$ cat src/rtl/muldiv_sequencer.sv
// Iterative unsigned MULTU/DIVU sequencer with HI/LO result registers.
// One result bit per cycle; Stall holds the pipeline while an operation is in flight.
module muldiv_sequencer #(
    parameter int WIDTH = 32
) (
    input  logic             CLK,
    input  logic             RST,
    input  logic             Start,
    input  logic [1:0]       Op,
    input  logic [WIDTH-1:0] SrcA,
    input  logic [WIDTH-1:0] SrcB,
    input  logic             HLRead,
    output logic             Busy,
    output logic             Done,
    output logic             Stall,
    output logic             DivZero,
    output logic [WIDTH-1:0] HI,
    output logic [WIDTH-1:0] LO,
    output logic [1:0]       dbg_state
);

    localparam int CW = (WIDTH > 1) ? $clog2(WIDTH) : 1;

    typedef enum logic [1:0] {IDLE = 2'd0, MUL = 2'd1, DIV = 2'd2, DONE = 2'd3} state_t;

    state_t             state, state_nx;
    logic [CW-1:0]      cnt;
    logic [WIDTH-1:0]   opnd;
    logic [2*WIDTH-1:0] prod;
    logic [WIDTH-1:0]   rem;

    logic [WIDTH-1:0]   mul_add;
    logic [WIDTH:0]     mul_sum;
    logic [2*WIDTH-1:0] mul_nx;
    logic [WIDTH:0]     div_shift;
    logic [WIDTH:0]     div_trial;
    logic               div_ge;
    logic [WIDTH-1:0]   div_rem_nx;
    logic [WIDTH-1:0]   div_quo_nx;

    // Start is a request strobe taken only in IDLE/DONE; while Busy it is
    // ignored and the pipeline keeps re-presenting it under Stall.
    assign Busy      = (state == MUL) || (state == DIV);
    assign Done      = (state == DONE);
    assign Stall     = Busy & (Start | HLRead);
    assign dbg_state = state;

    // Multiply: prod = {partial, multiplier}; add multiplicand on LSB, shift right.
    assign mul_add = prod[0] ? opnd : '0;
    assign mul_sum = {1'b0, prod[2*WIDTH-1:WIDTH]} + {1'b0, mul_add};
    assign mul_nx  = {mul_sum, prod[WIDTH-1:1]};

    // Divide: prod[WIDTH-1:0] shifts dividend out and quotient in; trial sign decides restore.
    assign div_shift  = {rem, prod[WIDTH-1]};
    assign div_trial  = div_shift - {1'b0, opnd};
    assign div_ge     = ~div_trial[WIDTH];
    assign div_rem_nx = div_ge ? div_trial[WIDTH-1:0] : div_shift[WIDTH-1:0];
    assign div_quo_nx = {prod[WIDTH-2:0], div_ge};

    always_comb begin
        state_nx = state;
        case (state)
            IDLE, DONE: begin
                state_nx = IDLE;
                if (Start) begin
                    case (Op)
                        2'b00:   state_nx = MUL;
                        2'b01:   state_nx = (SrcB == '0) ? DONE : DIV;
                        default: state_nx = IDLE;
                    endcase
                end
            end
            MUL, DIV: begin
                if (cnt == '0)
                    state_nx = DONE;
            end
            default: state_nx = IDLE;
        endcase
    end

    always_ff @(posedge CLK) begin
        if (RST) begin
            state   <= IDLE;
            cnt     <= '0;
            opnd    <= '0;
            prod    <= '0;
            rem     <= '0;
            HI      <= '0;
            LO      <= '0;
            DivZero <= 1'b0;
        end else begin
            state <= state_nx;
            case (state)
                IDLE, DONE: begin
                    if (Start) begin
                        DivZero <= 1'b0;
                        case (Op)
                            2'b00: begin
                                opnd <= SrcA;
                                prod <= {{WIDTH{1'b0}}, SrcB};
                                cnt  <= CW'(WIDTH - 1);
                            end
                            2'b01: begin
                                if (SrcB == '0) begin
                                    HI      <= SrcA;
                                    LO      <= '1;
                                    DivZero <= 1'b1;
                                end else begin
                                    opnd <= SrcB;
                                    prod <= {{WIDTH{1'b0}}, SrcA};
                                    rem  <= '0;
                                    cnt  <= CW'(WIDTH - 1);
                                end
                            end
                            2'b10:   HI <= SrcA;
                            default: LO <= SrcA;
                        endcase
                    end
                end
                MUL: begin
                    prod <= mul_nx;
                    cnt  <= cnt - 1'b1;
                    if (cnt == '0) begin
                        HI <= mul_nx[2*WIDTH-1:WIDTH];
                        LO <= mul_nx[WIDTH-1:0];
                    end
                end
                DIV: begin
                    prod[WIDTH-1:0] <= div_quo_nx;
                    rem             <= div_rem_nx;
                    cnt             <= cnt - 1'b1;
                    if (cnt == '0) begin
                        HI <= div_rem_nx;
                        LO <= div_quo_nx;
                    end
                end
                default: ;
            endcase
        end
    end

endmodule

$ cat config.mk
export PLATFORM = sky130hd
export DESIGN_NAME = muldiv_sequencer
export DESIGN_NICKNAME = d
export VERILOG_FILES = /design/src/rtl/muldiv_sequencer.sv
export SDC_FILE = /design/constraint.sdc
export NUM_CORES = 1
export LEC_CHECK = 0
export ABC_AREA = 0
export CAP_MARGIN = 20
export CORE_UTILIZATION = 43
export CTS_CLUSTER_SIZE = 25
export DETAILED_ROUTE_END_ITERATION = 16
export GPL_TIMING_DRIVEN = 0
export PLACE_DENSITY_LB_ADDON = 0.2
export SLEW_MARGIN = 30
export SYNTH_ARGS = -nofsm -noshare
export SYNTH_HDL_FRONTEND = slang
export SYNTH_SLANG_ARGS = --single-unit
export TNS_END_PERCENT = 50
$ cat constraint.sdc
create_clock -name CLK -period 8.91 [get_ports CLK]
set_input_delay 1.3365 -clock CLK [delete_from_list [all_inputs] [get_ports CLK]]
set_output_delay 1.3365 -clock CLK [all_outputs]
set_load 0.02 [all_outputs]
==> results_dict.tcl <==
set metrics [dict create \
    port_buffers 138 \
    clk_latency_ns 0.45 \
    drc 0 \
    synth_nets 1825 \
    async_reset_ff_frac 0 \
    multi_input_area_um2 8530 \
    p_sw_frac 0.354 \
    wl_per_cell_um 22.0 \
    synthTopCellsByCount "dfxtp_1, nor2_1, nand2_1" \
    grt_pass1_wl_mm 75.3 \
    rsz0062_at_grt "false" \
    clk_path_buf_depth 2 \
    cts-hold-fix-buffers 0 \
    vdd.ir_drop.worst_mv 0.158 \
    dp_hpwl_mm 39.4 \
    cp.buffers_inverters 5 \
    p_sw_mw 1.04 \
    power.internal_mw 1.89 \
    ys_warn_count 0 \
    die_y_um 178 \
    synth_ff_type "dfxtp_1" \
    ios 140 \
    hold_viol_final 0 \
    critPathCaptureType "output port" \
    fmax_mhz 214 \
    power.leakage_nw 5.75 \
    drtPass1Iterations 5 \
    place_inst 2211 \
    antenna_found_initial 0 \
    core_um2 30000 \
    period_needed_ns 4.68 \
    slew_headroom 0.376 \
    numCtsBuffers 17 \
    yosysMostFrequentCell "dfxtp_1" \
    postRouteAntennaNets 0 \
    clkTransAtPathRegs_ns 0.07 \
    seq_area_um2 4000 \
    cts_root_buffer "clkbuf_16" \
    required_ns 7.57 \
    clock_skew_ns 0.0103 \
    crit_fanout 10 \
    placed_area_um2 15100 \
    overflow 0 \
    yosysTopAreaCell "dfxtp_1" \
    p_seq_frac 0.374 \
    status "finished clean" \
    synth_cells 1683 \
    p_per_area_nw_per_um2 185 \
    synth_area_um2 13300 \
    p_clk_frac 0.310 \
    post_cts_buffers 0 \
    final-setup-viol-count 0 \
    grt_start_max_net_pins 17 \
    crit_slowest_cell "clkdlybuf4s50_1" \
    synth_cell_types 76 \
    dieArea_um2 31600 \
    synth-edff-count 0 \
    vias_per_cell 6.21 \
    ys_seq_area_frac 0.302 \
    die_x_um 178 \
    tightestPinTransition_ns 0.935 \
    synth.top_cell.area_share 0.302 \
    num_vias 13900 \
    drtIter0Drc 1618 \
    setup.worst_path.start_class "flip-flop" \
    finalSetupTns_ns 0 \
    grt_pass1_vias 13000 \
    clock-sinks 200 \
    routed_wl_mm 49.4 \
    area_growth_pct 19.2 \
    synthTopCellsByArea "dfxtp_1, ha_1, a311oi_1, nor2_1, o21ai_0" \
    grtUsageTotal 0.311 \
    gp_congestion 0.955 \
    cts_resized 0 \
    stdcell_count 2243 \
    fin_crit_sh 0.525 \
    postLayoutCellArea_um2 15800 \
    final_layout_size_suffix_gt1_frac 0.0610 \
    drv_cap 0 \
    start_util 0.443 \
    hold_class "reg -> reg" \
    maxSlewViolCount 0 \
    fillers 2932 \
    htreeDepth 4 \
    crit_family "buffers and inverters" \
    row_count 63 \
    fin_util 0.528 \
    syn_area_per_cell_um2 7.88 \
    p_comb_frac 0.316 \
    arrival_ns 3.34 \
    crit_chain "inv_1, ha_1, clkbuf_1, clkbuf_1, clkbuf_1, nor2_1, clkdlybuf4s50_1" \
    power_mw 2.92 \
    cpMostUsedCell "clkbuf_1" \
    max_stage_delay_ns 0.56 \
    layout.nets 1982 \
    cts_tree "yes" \
    path_class "reg -> out" \
    synth_seq_cells 200 \
]
cell type report:
| class | instances | share of cell area |
|---|---|---|
| Multi-Input combinational cell | 1299 | 0.539 |
| Buffer | 126 | 0.0328 |
| Tap cell | 390 | 0.0309 |
| Antenna cell | 2 | 0.000316 |
| Sequential cell | 200 | 0.253 |
| Inverter | 58 | 0.0138 |
| Clock inverter | 11 | 0.0139 |
| Timing Repair Buffer | 138 | 0.0873 |
| Clock buffer | 19 | 0.0286 |
cell usage in the layout (no fill, tap or decap), types with 4 or more instances in the layout:
| master | count |
|---|---|
| buf_1 | 14 |
| a21boi_0 | 26 |
| xnor2_1 | 27 |
| ha_1 | 70 |
| o21bai_1 | 9 |
| clkbuf_16 | 17 |
| a21o_1 | 23 |
| or3_1 | 32 |
| clkbuf_1 | 96 |
| xor2_1 | 22 |
| nor2_1 | 175 |
| nor4_1 | 12 |
| o21ai_2 | 5 |
| inv_1 | 58 |
| mux2_2 | 32 |
| o21ai_1 | 40 |
| nor2b_1 | 12 |
| bufinv_16 | 6 |
| dfxtp_1 | 200 |
| a211oi_1 | 54 |
| nand4_1 | 13 |
| mux2i_1 | 35 |
| clkdlybuf4s50_1 | 138 |
| nand2_1 | 133 |
| o21ai_0 | 116 |
| a22oi_1 | 33 |
| nor3_1 | 39 |
| buf_2 | 10 |
| a21oi_1 | 93 |
| a311oi_1 | 80 |
| a31oi_1 | 9 |
| o21a_1 | 9 |
| nand3_1 | 65 |
| o2111ai_1 | 4 |
| and3_1 | 7 |
| a2111oi_2 | 4 |
| and2_1 | 38 |
| o211ai_1 | 13 |
| nand2b_1 | 8 |
flip-flops by register name, indices dropped and copies added, names as in the netlist:
name and count:
prod 64, HI 32, LO 32, opnd 32
rem 32, cnt 5, dbg_state 2, DivZero 1
power by group through the flow:
stage / sequential [mW] / combinational, mW / clock, mW
global placement: 1.11 / 0.890 / 0
finish: 1.09 / 0.924 / 0.906
floorplan: 1.14 / 0.494 / 0
detailed placement: 1.11 / 0.901 / 0
global route: 1.10 / 0.998 / 0.943
CTS: 1.09 / 0.906 / 0.907
path summary, 6_finish.rpt:
kind | startpoint | end | slack, ns | cells after the start
worst min-delay path | prod[51] | prod[51] | 0.47 | 2
worst max-delay path | dbg_state[0] | Stall | 4.23 | 7
worst max register to register | prod[0] | HI[24] | 4.82 | 12
worst min register to register | prod[51] | prod[51] | 0.47 | 2
worst reg2reg max path, cell delays in order (launching register included):
cell       delay [ns]
dfxtp_1          0.59
clkbuf_1         0.46
and2_1           0.21
ha_1             0.26
a211oi_1         0.13
o21ai_1          0.27
nand3_1          0.18
a211oi_1         0.55
o21ai_1          0.32
o21ai_0          0.28
xor2_1           0.23
a21oi_1          0.10
a2111oi_1        0.40
cells by family (layout without fill, tap and decap cells):
family                     Yosys count  in the layout  share of synthesized area
adders and majority gates           72             72                     0.0691
AOI/OAI and AO/OA                  561            561                      0.292
buffers and inverters              184            352                     0.0556
xor gates and xnor gates            49             49                     0.0324
and+or+nand+nor                    550            550                      0.195
muxes                               67             67                     0.0536
DFF                                200            200                      0.302
other                                0              2                          0
metrics by stage:
stage,hold WS (ns),setup slack (ns)
finish,0.467,4.23
global route,0.488,4.08
CTS,0.467,4.32
detailed placement,0.457,4.03
global placement,0.450,4.06
floorplan,0.441,5.57
metal layers:
layer	global-route usage	share of wire	wire length, um	up-vias
met5	0	0	0	-
met4	0.111	0.032	1600	0
met3	0.0386	0.074	3670	86
met2	0.481	0.44	21700	659
met1	0.442	0.45	22400	6668
li1	-	-	-	6523
Note: power is estimated with default switching activity, not from simulation.
